$ cat src/rtl/bw_pkg.sv
// Shared types and helpers for the Baugh-Wooley product accumulator.
// ext_product widens a multiplier product to accumulator width per its signedness.
package bw_pkg;

  localparam int BW_WIDTH     = 4;
  localparam int BW_ACC_WIDTH = 16;
  localparam int BW_MAX_W     = 64;

  typedef enum logic [1:0] {
    IDLE  = 2'd0,
    ACCUM = 2'd1,
    HOLD  = 2'd2
  } state_e;

  // p carries a pw-bit product in its low bits; callers slice the result to their width.
  function automatic logic [BW_MAX_W-1:0] ext_product(
    input logic [BW_MAX_W-1:0] p,
    input int                  pw,
    input logic                signed_flag
  );
    logic [BW_MAX_W-1:0] hi_mask;
    logic [BW_MAX_W-1:0] msb_mask;
    logic                fill;
    hi_mask  = {BW_MAX_W{1'b1}} << pw;
    msb_mask = BW_MAX_W'(1) << (pw - 1);
    fill     = signed_flag & (|(p & msb_mask));
    return (p & ~hi_mask) | (fill ? hi_mask : '0);
  endfunction

endpackage

$ cat src/rtl/bw_mac_accum.sv
// Accumulates bursts of multiplier products; result valid the cycle after the last beat.
// ready_o drops while a result is held and rises the cycle after it is consumed.
module bw_mac_accum
  import bw_pkg::*;
#(
  parameter int WIDTH       = BW_WIDTH,
  parameter int ACC_WIDTH   = BW_ACC_WIDTH,
  parameter int COUNT_WIDTH = 8
) (
  input  logic                   clk_i,
  input  logic                   rst_ni,
  input  logic                   clear_i,
  input  logic [2*WIDTH-1:0]     p_i,
  input  logic                   p_signed_i,
  input  logic                   last_i,
  input  logic                   valid_i,
  output logic                   ready_o,
  output logic [ACC_WIDTH-1:0]   sum_o,
  output logic [COUNT_WIDTH-1:0] count_o,
  output logic                   overflow_o,
  output logic                   valid_o,
  input  logic                   ready_i
);

  localparam int PW = 2 * WIDTH;

  if (ACC_WIDTH < 2 * WIDTH + 1 || ACC_WIDTH > BW_MAX_W) begin : g_bad_acc_width
    $error("bw_mac_accum: ACC_WIDTH must be in [2*WIDTH+1, BW_MAX_W]");
  end

  state_e                 state_q, state_d;
  logic [ACC_WIDTH-1:0]   acc_q, acc_d;
  logic [COUNT_WIDTH-1:0] cnt_q, cnt_d;
  logic                   ovf_q, ovf_d;

  logic [ACC_WIDTH-1:0]   ext;
  logic [ACC_WIDTH-1:0]   sum;
  logic                   add_ovf;

  assign ext = ACC_WIDTH'(ext_product(BW_MAX_W'(p_i), PW, p_signed_i));
  assign sum = acc_q + ext;
  // Signed overflow: like-signed operands producing a result of the other sign.
  assign add_ovf = (acc_q[ACC_WIDTH-1] == ext[ACC_WIDTH-1]) &&
                   (sum[ACC_WIDTH-1] != acc_q[ACC_WIDTH-1]);

  assign ready_o    = (state_q != HOLD);
  assign valid_o    = (state_q == HOLD);
  assign sum_o      = acc_q;
  assign count_o    = cnt_q;
  assign overflow_o = ovf_q;

  always_comb begin
    state_d = state_q;
    acc_d   = acc_q;
    cnt_d   = cnt_q;
    ovf_d   = ovf_q;
    if (clear_i) begin
      state_d = IDLE;
      acc_d   = '0;
      cnt_d   = '0;
      ovf_d   = 1'b0;
    end else begin
      unique case (state_q)
        IDLE, ACCUM: begin
          if (valid_i) begin
            acc_d   = sum;
            ovf_d   = ovf_q | add_ovf;
            cnt_d   = (&cnt_q) ? cnt_q : cnt_q + COUNT_WIDTH'(1);
            state_d = last_i ? HOLD : ACCUM;
          end
        end
        HOLD: begin
          if (ready_i) begin
            state_d = IDLE;
            acc_d   = '0;
            cnt_d   = '0;
            ovf_d   = 1'b0;
          end
        end
        default: state_d = IDLE;
      endcase
    end
  end

  always_ff @(posedge clk_i or negedge rst_ni) begin
    if (!rst_ni) begin
      state_q <= IDLE;
      acc_q   <= '0;
      cnt_q   <= '0;
      ovf_q   <= 1'b0;
    end else begin
      state_q <= state_d;
      acc_q   <= acc_d;
      cnt_q   <= cnt_d;
      ovf_q   <= ovf_d;
    end
  end

endmodule

$ cat config.mk
export PLATFORM = sky130hd
export DESIGN_NAME = bw_mac_accum
export DESIGN_NICKNAME = d
export VERILOG_FILES = /design/src/rtl/bw_pkg.sv /design/src/rtl/bw_mac_accum.sv
export SDC_FILE = /design/constraint.sdc
export NUM_CORES = 1
export LEC_CHECK = 0
export ABC_AREA = 1
export CAP_MARGIN = 40
export CORE_UTILIZATION = 42
export CTS_BUF_LIST = sky130_fd_sc_hd__clkbuf_8
export DETAILED_ROUTE_END_ITERATION = 7
export HOLD_SLACK_MARGIN = 0.08
export PLACE_DENSITY = 0.64
export SKIP_CTS_REPAIR_TIMING = 1
export SLEW_MARGIN = 30
export SYNTH_ARGS = -nofsm -noshare
export SYNTH_HDL_FRONTEND = slang
export SYNTH_SLANG_ARGS = --single-unit
export TNS_END_PERCENT = 5
$ cat constraint.sdc
create_clock -name clk_i -period 4.13 [get_ports clk_i]
set_input_delay 0.826 -clock clk_i [delete_from_list [all_inputs] [get_ports clk_i]]
set_output_delay 0.826 -clock clk_i [all_outputs]
set_load 0.005 [all_outputs]
* Word-level counts from Yosys, hierarchy flattened
Cells that the tools add are included.
Word-level totals: word-level logic and storage cells 44, register bits 27
Operators by class: mux-type cells 19, reduce and logical (&&, ||, !) cells 8, equality and inequality tests 8, add/sub/neg operators 2, bitwise gates (word level) 3
Operator list (count):
- two-way mux 16 bit | 4
- two-way mux 8 bit | 4
- case mux 16 bit (2 select lines) | 1
- adder 16 bit | 1
- bitwise OR 8 x 16 -> 16 bit | 1
- case mux 8 bit (2 select lines) | 1
- adder 8 x 1 -> 8 bit, second input constant | 1
- two-way mux 2 bit | 4
- AND reduction 8 bit | 1
- inequality test 3 bit, second input constant | 2
- case mux 2 bit (2 select lines) | 1
- AND reduction 4 bit | 1
- two-way mux 1 bit | 3
- inequality test 3 x 2 -> 1 bit, second input constant | 1
- AND reduction 3 bit | 1
- nonzero test 3 bit | 1
- == test 2 x 1 -> 1 bit, second input constant | 1
- == test 2 bit, second input constant | 1
- zero test 2 bit | 1
- inequality test 2 bit, second input constant | 1
- case mux 1 bit (2 select lines) | 1
- AND reduction 2 bit | 1
- OR reduction 2 bit | 1
- AND 1 bit | 1
- other kinds (4) | 4

* Logic depth before layout (Yosys ltp)
Gate-level depths: netlist of the first run.
depth in word-level cells 10, mapped depth 12, gate-level depth less buffers 12

* Least setup slack after synthesis of the first run
No wires, ideal clock.
kind input to register, start point in p_i[0], end point reg acc_q[14] (netlist: sum_o[14]), setup slack 1965 ps, cell stages on the path 10, data arrival time 2048 ps, library setup time 117 ps, cell sequence ha_1 > fa_1 > nand3_1 > nand2_1 > inv_1 > o21ai_0 > nand3_1 > nand4_1 > nand3_1 > nand2_1
Between the ends: word-level cells in the longest chain between the ends 5
Ends and longest elaborated chain:
- start: declaration | RTL line bw_mac_accum.sv:13 | input logic [2*WIDTH-1:0] p_i,
- bitwise OR 8 x 16 -> 16 bit | RTL line bw_pkg.sv:27 | return (p & ~hi_mask) | (fill ? hi_mask : '0);
- adder 16 bit | RTL line bw_mac_accum.sv:41 | assign sum = acc_q + ext;
- two-way mux 16 bit | RTL line bw_mac_accum.sv:65 | if (valid_i) begin
- case mux 16 bit (2 select lines) | RTL line bw_mac_accum.sv:63 | unique case (state_q)
- two-way mux 16 bit | RTL line bw_mac_accum.sv:57 | if (clear_i) begin
- end signal: assignment | RTL line bw_mac_accum.sv:88 | acc_q <= '0;
- end signal: assignment | RTL line bw_mac_accum.sv:93 | acc_q <= acc_d;
- end: declaration | RTL line bw_mac_accum.sv:32 | logic [ACC_WIDTH-1:0] acc_q, acc_d;
No other way between the ends. The select of a mux whose other input is x is not followed. A chain may end at the register's enable or synchronous reset.

* Worst setup path after layout of the first run
start point in p_i[7], end point reg acc_q[14] (netlist: sum_o[14])
Between the ends: word-level cells in the longest chain between the ends 7
Ends and longest elaborated chain:
- AND 1 bit | RTL line bw_pkg.sv:26 | fill = signed_flag & (|(p & msb_mask));
- two-way mux 16 bit | RTL line bw_pkg.sv:27
- bitwise OR 8 x 16 -> 16 bit (*) | RTL line bw_pkg.sv:27
- adder 16 bit (*) | RTL line bw_mac_accum.sv:41
- two-way mux 16 bit (*) | RTL line bw_mac_accum.sv:65
- case mux 16 bit (2 select lines) (*) | RTL line bw_mac_accum.sv:63
- two-way mux 16 bit (*) | RTL line bw_mac_accum.sv:57
Every way passes the cells marked *; elsewhere a longest branch is shown, timed or not. The select of a mux whose other input is x is not followed.

==> results of run 1 <==
[state kept, by name, indices dropped and copies added (netlist names)]
| name | cells |
|---|---|
| state_q | 2 |
| sum_o | 16 |
| overflow_o | 1 |
| count_o | 8 |
[final cells by class]
type | instances | area [um2] | share of cell area
clock buffer | 3 | 41.3 | 0.0164
clock inverter | 1 | 8.76 | 0.00349
inverter | 40 | 160 | 0.0638
multi-input combinational | 213 | 1130 | 0.452
sequential | 27 | 676 | 0.269
tap | 52 | 65.1 | 0.0259
timing repair buffer | 43 | 425 | 0.169
[path summary, 6_finish.rpt]
| check | start | end | slack, ns | cells after the start |
|---|---|---|---|---|
| min in group asynchronous | rst_ni | sum_o[5] | 0.91 | 2 |
| hold reg to reg | overflow_o | overflow_o | 0.52 | 2 |
| hold / removal | overflow_o | overflow_o | 0.52 | 2 |
| setup / recovery | p_i[7] | sum_o[14] | 1.53 | 12 |
| setup reg to reg | sum_o[0] | sum_o[10] | 2.19 | 9 |
| max in group asynchronous | rst_ni | sum_o[10] | 2.95 | 2 |
[cell families (layout without fill, tap and decap cells)]
group / count (synthesis) / after routing
buffers and inverters: 42 / 87
xor gates and xnor gates: 4 / 4
and+or+nand+nor: 143 / 143
DFF: 27 / 27
AOI/OAI and AO/OA: 53 / 53
adders and majority gates: 13 / 13
[Yosys cell counts (all sizes together)]
| library cell | n |
|---|---|
| a22o | 2 |
| a31oi | 1 |
| xor2 | 3 |
| o21a | 1 |
| o22ai | 4 |
| inv | 39 |
| or2 | 1 |
| nand2 | 78 |
| o21bai | 1 |
| dfrtp | 27 |
| and2 | 2 |
| clkinv | 1 |
| nand4 | 3 |
| fa | 1 |
| a2bb2oi | 1 |
| nor3 | 4 |
| a21oi | 15 |
| o21ai | 25 |
| xnor2 | 1 |
| a22oi | 1 |
| nor2 | 31 |
| a21o | 1 |
| buf | 2 |
| ha | 12 |
| a211oi | 1 |
| nand3 | 24 |
[where the power goes]
| part | leakage [nW] | internal (mW) | switching [mW] |
|---|---|---|---|
| Combinational | 0.827 | 0.214 | 0.259 |
| Clock | 0.0261 | 0.0711 | 0.0939 |
| Sequential | 0.360 | 0.312 | 0.0430 |
[metal layers]
metal | track usage | share of wire | vias to the layer above
met5 | 0 | 0 | -
met4 | 0.0267 | 0.0058 | 0
met3 | 0.0399 | 0.043 | 4
met2 | 0.353 | 0.48 | 36
met1 | 0.257 | 0.48 | 899
li1 | - | - | 1017
[critical path, cell delays in order]
cell and delay (ns):
clkdlybuf4s50_1 0.49, nand2_1 0.22, inv_2 0.11, ha_1 0.34, inv_1 0.06, nor2_1 0.21, and2_1 0.18, nand3_1 0.10
nand3_1 0.10, nand2_1 0.05, nand3_1 0.06, nand2_1 0.05
[per-stage QoR]
step | util | hold WS (ns) | power, mW | cell area, um2
5_1_grt | 0.565 | 0.550 | 1.09 | 2510
3_3_place_gp | 0.554 | 0.505 | 0.832 | 2460
6_report | 0.565 | 0.523 | 0.994 | 2510
2_1_floorplan | - | 0.500 | 0.645 | 1980
3_5_place_dp | 0.554 | 0.512 | 0.835 | 2460
4_1_cts | 0.565 | 0.535 | 1.00 | 2510
==> run summary, run 1 <==
adder-cell area share of the yosys netlist - 0.0859
Lkg Pwr - 1.21 nW
final std cells w/o fill - 379
Area Overhead vs Synth - 26.8%
top cell type's share of synthesized area - 0.341
final setup vio count - 0
Least-Margin Pin Slew - 0.353 ns
Clock Latency Late Sink - 0.28 ns
fmax - 0.384 GHz
largest family of logic cells by synthesized area - simple AND/OR/NAND/NOR gates
min cycle time layout - 2.60 ns
Top Ports - 42
# rows - 24
Reg clk slew, reported paths - 0.10 ns
die width - 70.7 um
pin count of the biggest net entering global routing - 28
setup TNS - 0 ns
drt initial violations - 99
yosys warns - 0
IO buf count - 41
Compound-Gate Fraction of Synth Area - 0.149
largest cells by area after synthesis - dfrtp_1 (34%), nand2_1 (14%), ha_1 (7.6%), nand3_1 (5.8%), inv_1 (5.5%)
post-synthesis sequential area ratio - 0.341
commonest non-fill, non-tap cells in the layout - nand2_1 (75), clkdlybuf4s50_1 (41), inv_1 (29)
Sink Count - 27
slew margin rel. - 0.764
GPL Wtd Cong - 0.858
Fillers - 448
pre-CTS WS - 1.24 ns
Starting Density - 0.446
#FFs+latches synth - 27
P per Cell Area - 396 nW/um2
Max Cap Violations - 0
Die H - 70.7 um
Final #Nets - 356
Mapped Nets - 310
Global Route Usage Sum - 0.198
worst clock skew - 0.00273 ns
RSZ-0062 raised after global routing - no
DRC - 2
post-synthesis average cell area - 7.02 um2
Worst Hold Class - reg -> reg
WP data arrival - 2.79 ns
status - finished with violations
vias in the first global route - 1841
simple-gate share of the synthesized area - 0.320
H-tree depth - 1
Final Hold Viols - 0
Post-DP HPWL - 3680 um
antenna cells - 0
via count - 1956
most common cell after layout, fill and taps aside - nand2_1
failing checks - design-rule violations
ANT nets after route - 0
library cells used by synthesis - 35
first-pass GRT wire length - 7980 um
core area - 4440 um2
die area - 4990 um2
post-synthesis mux area share - 0
global route overflow - 0
gate count of the mapped netlist - 282
cell accounting for the most synthesized area - dfrtp_1
CP Launch Type - input pin
CTS tree - yes
vias per cell - 5.16
layout cells sized above 1 - 0.0795
Post-Synth XOR/XNOR Area - 0.0177
crit-path max FO - 7
CP endpoint kind - flip-flop
worst-case clock buffer depth - 2
worst setup margin - 1.53 ns
CTS buffer count - 3
drt first pass iters - 6
initial antenna violation count - 0
Final Cycle Share - 0.630
Critical Path RT - 4.31 ns
area of the mapped netlist - 1980 um2
Inst Count DP - 375
DRT Wirelength - 4650 um
root buffer cell - clkbuf_8
Max VDD drop - 0.249 mV
max-slew violations - 0
Worst Setup Path Type - in -> reg
Wirelength per Cell - 12.3 um
(Power assumes the default switching activity.)
==> run 2: changes to the inputs <==
--- a/config.mk
+++ b/config.mk
@@ -11,7 +11,7 @@
 export CTS_BUF_LIST = sky130_fd_sc_hd__clkbuf_8
 export DETAILED_ROUTE_END_ITERATION = 7
 export HOLD_SLACK_MARGIN = 0.08
-export PLACE_DENSITY = 0.64
+export PLACE_DENSITY = 0.67
 export SKIP_CTS_REPAIR_TIMING = 1
 export SLEW_MARGIN = 30
 export SYNTH_ARGS = -nofsm -noshare
==> constraint.sdc (replaced) <==
create_clock -name clk_i -period 2.11 [get_ports clk_i]
set_input_delay 0.422 -clock clk_i [delete_from_list [all_inputs] [get_ports clk_i]]
set_output_delay 0.422 -clock clk_i [all_outputs]
set_load 0.005 [all_outputs]
==> run 2 against run 1 <==
Effect of this change:
- the flow still finishes with violations (design-rule violations)
- power up 120%
- sequential share of layout area down 2.6 points
- cell count up 8.4%
- non-clock buffer count up 32
- critical path type unchanged
- critical endpoint is now sum_o[10]
==> run summary, run 2 (same netlist as run 1, synthesis figures left out) <==
status - finished with violations
failing checks - design-rule violations
Clock Latency Late Sink - 0.29 ns
Least-Margin Pin Slew - 0.369 ns
multi-input logic area - 1160 um2
Final #Nets - 388
Cell Area, Placed - 2690 um2
Top Ports - 42
WP data arrival - 2.14 ns
global route overflow - 0
via count - 2044
CTS buffer count - 3
DRT Wirelength - 4980 um
IO buf count - 41
DRC - 4
Inst Count DP - 406
fmax - 0.509 GHz
Sink Count - 27
commonest non-fill, non-tap cells in the layout - nand2_1 (73), clkdlybuf4s50_1 (40), buf_4 (34)
vias per cell - 4.97
Max Cap Violations - 0
layout cells sized above 1 - 0.175
Final Cycle Share - 0.932
Worst path slowest cell - clkdlybuf4s50_1
slew margin rel. - 0.754
fin util - 0.624
P per Cell Area - 779 nW/um2
die width - 70.7 um
Reg clk slew, reported paths - 0.10 ns
first-pass GRT wire length - 8480 um
Hold WS - 0.508 ns
H-tree depth - 1
root buffer cell - clkbuf_8
most common cell after layout, fill and taps aside - nand2_1
final setup vio count - 0
worst-case clock buffer depth - 2
max reg flops - 16
max-slew violations - 0
Worst Hold Class - in -> async
Lkg Pwr - 1.38 nW
Die H - 70.7 um
# rows - 24
initial antenna violation count - 0
min cycle time layout - 1.97 ns
crit-path max cell delay - 0.40 ns
Post-Layout Inst Area - 2780 um2
drt initial violations - 66
crit-path max FO - 4
RSZ-0062 raised after global routing - no
Wirelength per Cell - 12.1 um
Post-DP HPWL - 3880 um
Max VDD drop - 0.539 mV
antenna cells - 0
core area - 4440 um2
worst clock skew - 0.00312 ns
Global Route Usage Sum - 0.217
Critical Path RT - 2.29 ns
CTS tree - yes
ANT nets after route - 0
cell breakdown of the critical path - clkdlybuf4s50_1, ha_1, fa_1, nand3_1, nand2_2, a21oi_4, o21ai_1, nor2_1, o22ai_1
drt first pass iters - 6
GPL Wtd Cong - 0.916
Starting Density - 0.446
die area - 4990 um2
Register Area - 676 um2
final std cells w/o fill - 411
R2R setup slack - 0.28 ns
Area Overhead vs Synth - 40.1%
CP endpoint kind - flip-flop
Worst Setup Path Type - in -> reg
pin count of the biggest net entering global routing - 28
Final Hold Viols - 0
CP Launch Type - input pin
Fillers - 423
vias in the first global route - 1954
[run 2: cell count changes in the layout (fill, tap and decap cells not counted), sizes merged]
cell and delta:
buf +32, clkdlybuf4s50 -1, dlymetal6s2s +1
[run 2: worst max-delay path: cells and delay by family]
| kind | cells | cell delay [ns] |
|---|---|---|
| simple gates | 3 | 0.32 |
| fa+ha+maj | 2 | 0.61 |
| compound gates | 3 | 0.39 |
| buf+inv | 1 | 0.40 |
[run 2: layer usage]
metal  GRT usage  vias up  share of wire
li1            -     1083              -
met1       0.279      924           0.47
met2       0.373       32           0.49
met3      0.0313        5          0.028
met4      0.0822        0          0.013
met5           0        -              0
[run 2: power by group]
group | internal [mW] | total, mW | leakage, nW | switching, mW
clock | 0.132 | 0.314 | 0.0269 | 0.182
sequential | 0.611 | 0.697 | 0.360 | 0.0864
combinational | 0.586 | 1.15 | 0.992 | 0.566
[run 2: worst paths after layout]
check	start	endpoint	depth (start not counted)
max	p_i[0]	sum_o[10]	9
min	rst_ni	sum_o[5]	2
max reg2reg	sum_o[0]	sum_o[10]	8
min reg2reg	sum_o[6]	sum_o[6]	2
max in group asynchronous	rst_ni	count_o[0]	2
min in group clk_i	sum_o[6]	sum_o[6]	2
[run 2: cell type report]
type,count,share of cell area
Clock buffer,3,0.0149
Clock inverter,1,0.00135
Inverter,40,0.0577
Multi-Input combinational cell,213,0.418
Sequential cell,27,0.243
Tap cell,52,0.0234
Timing Repair Buffer,75,0.241
[run 2: metrics by stage]
step,power (mW),setup TNS [ns],worst slack (ns)
3_5_place_dp,1.81,-1.80,-0.242
6_report,2.16,0,0.144
4_1_cts,2.14,0,0.0541
3_3_place_gp,1.81,-1.57,-0.255
2_1_floorplan,1.26,0,0.349
5_1_grt,2.33,0,0.00252
==> run 3: changes to the inputs <==
--- a/config.mk
+++ b/config.mk
@@ -7,11 +7,11 @@
 export LEC_CHECK = 0
 export ABC_AREA = 1
 export CAP_MARGIN = 40
-export CORE_UTILIZATION = 42
+export CORE_UTILIZATION = 53
 export CTS_BUF_LIST = sky130_fd_sc_hd__clkbuf_8
 export DETAILED_ROUTE_END_ITERATION = 7
 export HOLD_SLACK_MARGIN = 0.08
-export PLACE_DENSITY = 0.67
+export PLACE_DENSITY = 0.79
 export SKIP_CTS_REPAIR_TIMING = 1
 export SLEW_MARGIN = 30
 export SYNTH_ARGS = -nofsm -noshare
==> constraint.sdc (replaced) <==
create_clock -name clk_i -period 2.2 [get_ports clk_i]
set_input_delay 0.44 -clock clk_i [delete_from_list [all_inputs] [get_ports clk_i]]
set_output_delay 0.44 -clock clk_i [all_outputs]
set_load 0.005 [all_outputs]
==> run 3 against run 2 <==
Effect of this change:
- the flow now finishes without violations
- sequential share of layout area rose by 0.49 points
- first-iteration DRC count grew 140%
- critical path depth is 1 higher
- die area is 20% lower
==> run summary, run 3 (same netlist as run 1, synthesis figures left out) <==
crit-path max cell delay - 0.41 ns
H-tree depth - 1
overall power - 2.05 mW
WP data arrival - 2.26 ns
fmax - 0.485 GHz
CTS buffer count - 3
first-pass GRT wire length - 8710 um
Worst Hold Class - reg -> reg
Wirelength per Cell - 12.6 um
RSZ-0062 raised after global routing - no
Post-Layout Inst Area - 2720 um2
max-slew violations - 0
min cycle time layout - 2.06 ns
layout cells sized above 1 - 0.160
CP Launch Type - input pin
Post-DP HPWL - 3800 um
Fillers - 268
Least-Margin Pin Slew - 0.355 ns
most common cell after layout, fill and taps aside - nand2_1
Most Frequent Cell on Critical Path - nand2_1
IO buf count - 41
drt first pass iters - 5
multi-input logic area - 1140 um2
Internal - 1.26 mW
R2R setup slack - 0.32 ns
RR Endpoint - sum_o[10]
via count - 2064
Die H - 63.1 um
FF-to-FF Start - sum_o[0]
vias per cell - 5.13
worst-case clock buffer depth - 2
Reg clk slew, reported paths - 0.10 ns
P per Cell Area - 753 nW/um2
ANT nets after route - 0
drt initial violations - 158
antenna cells - 0
vias in the first global route - 1970
GPL Wtd Cong - 0.941
worst hold path stage count - 2
setup TNS - 0 ns
root buffer cell - clkbuf_8
worst setup margin - 0.137 ns
initial antenna violation count - 0
FF-to-FF path depth - 9
Final #Nets - 385
pin count of the biggest net entering global routing - 28
Sink Count - 27
Max Cap Violations - 0
pre-CTS WS - -0.211 ns
CTS tree - yes
Global Route Usage Sum - 0.276
slew margin rel. - 0.764
CP bufs+invs - 1
clock share of power - 0.145
Hold WS - 0.526 ns
final setup vio count - 0
Lkg Pwr - 1.35 nW
Area Overhead vs Synth - 37.3%
Hold Path Sink - sum_o[14]
core area - 3470 um2
worst clock skew - 0.00636 ns
kind of cell adding the most delay to the critical path - adder cells
Worst Setup Path Type - in -> reg
commonest non-fill, non-tap cells in the layout - nand2_1 (74), clkdlybuf4s50_1 (41), buf_4 (31)
die area - 3990 um2
Critical Path RT - 2.40 ns
Final Cycle Share - 0.938
crit-path max FO - 4
Clock Latency Late Sink - 0.28 ns
DRT Wirelength - 5080 um
Psw - 788 uW
Top Ports - 42
Max VDD drop - 0.415 mV
Worst path slowest cell - clkdlybuf4s50_1
Register Area - 676 um2
HP Start - sum_o[14]
Cell Area, Placed - 2670 um2
cell breakdown of the critical path - clkdlybuf4s50_1, ha_1, fa_1, nand3_1, nand2_2, a21oi_1, o21ai_1, nand2_1, nand2_1, o22ai_1
Inst Count DP - 398
max reg flops - 16
# rows - 21
Sequential Power Share - 0.325
die width - 63.1 um
global route overflow - 0
fin util - 0.784
status - finished clean
switching share of total power - 0.385
Starting Density - 0.571
CP endpoint kind - flip-flop
combinational power share - 0.529
final std cells w/o fill - 402
Final Hold Viols - 0
DRC - 0
## run 3: cell types whose count changed in the layout (fill, tap and decap cells not counted), sizes merged
cell and delta:
dlymetal6s2s -1, clkdlybuf4s50 +1, inv -1, clkinv +1
buf -3
## run 3: worst max path at each step
| stage | start | endpoint | slack (ns) | cells after the start |
|---|---|---|---|---|
| finish | p_i[0] | sum_o[10] | 0.14 | 10 |
| global route | p_i[0] | sum_o[10] | 0.005 | 10 |
| CTS | p_i[0] | sum_o[14] | 0.08 | 11 |
| detailed placement | p_i[0] | sum_o[14] | -0.21 | 11 |
| global placement | p_i[0] | sum_o[14] | -0.20 | 11 |
| floorplan | p_i[0] | sum_o[14] | 0.42 | 10 |
## run 3: cell type report
cell class                 instances  share of cell area
sequential                        27               0.248
clock buffer                       3              0.0152
inverter                          40              0.0589
timing repair buffer              72               0.236
clock inverter                     1             0.00184
multi-input combinational        213               0.418
tap                               46              0.0212
## run 3: power by group through the flow
stage	sequential (mW)	combinational [mW]	clock [mW]
floorplan	0.672	0.538	0
global placement	0.674	1.05	0
detailed placement	0.676	1.06	0
CTS	0.667	1.07	0.299
global route	0.681	1.21	0.322
finish	0.667	1.08	0.298
## run 3: layer usage
| metal | wire length, um | vias up | global-route usage |
|---|---|---|---|
| met5 | 0 | - | 0 |
| met3 | 229 | 8 | 0.0254 |
| met1 | 2270 | 933 | 0.365 |
| li1 | - | 1070 | - |
| met2 | 2520 | 53 | 0.473 |
| met4 | 55 | 0 | 0.0843 |
## run 3: tightest hold or removal path, cell delays in order, from the launching register on
cell and delay (ns):
dfrtp_1 0.38, nand2_1 0.06, nand2_1 0.06
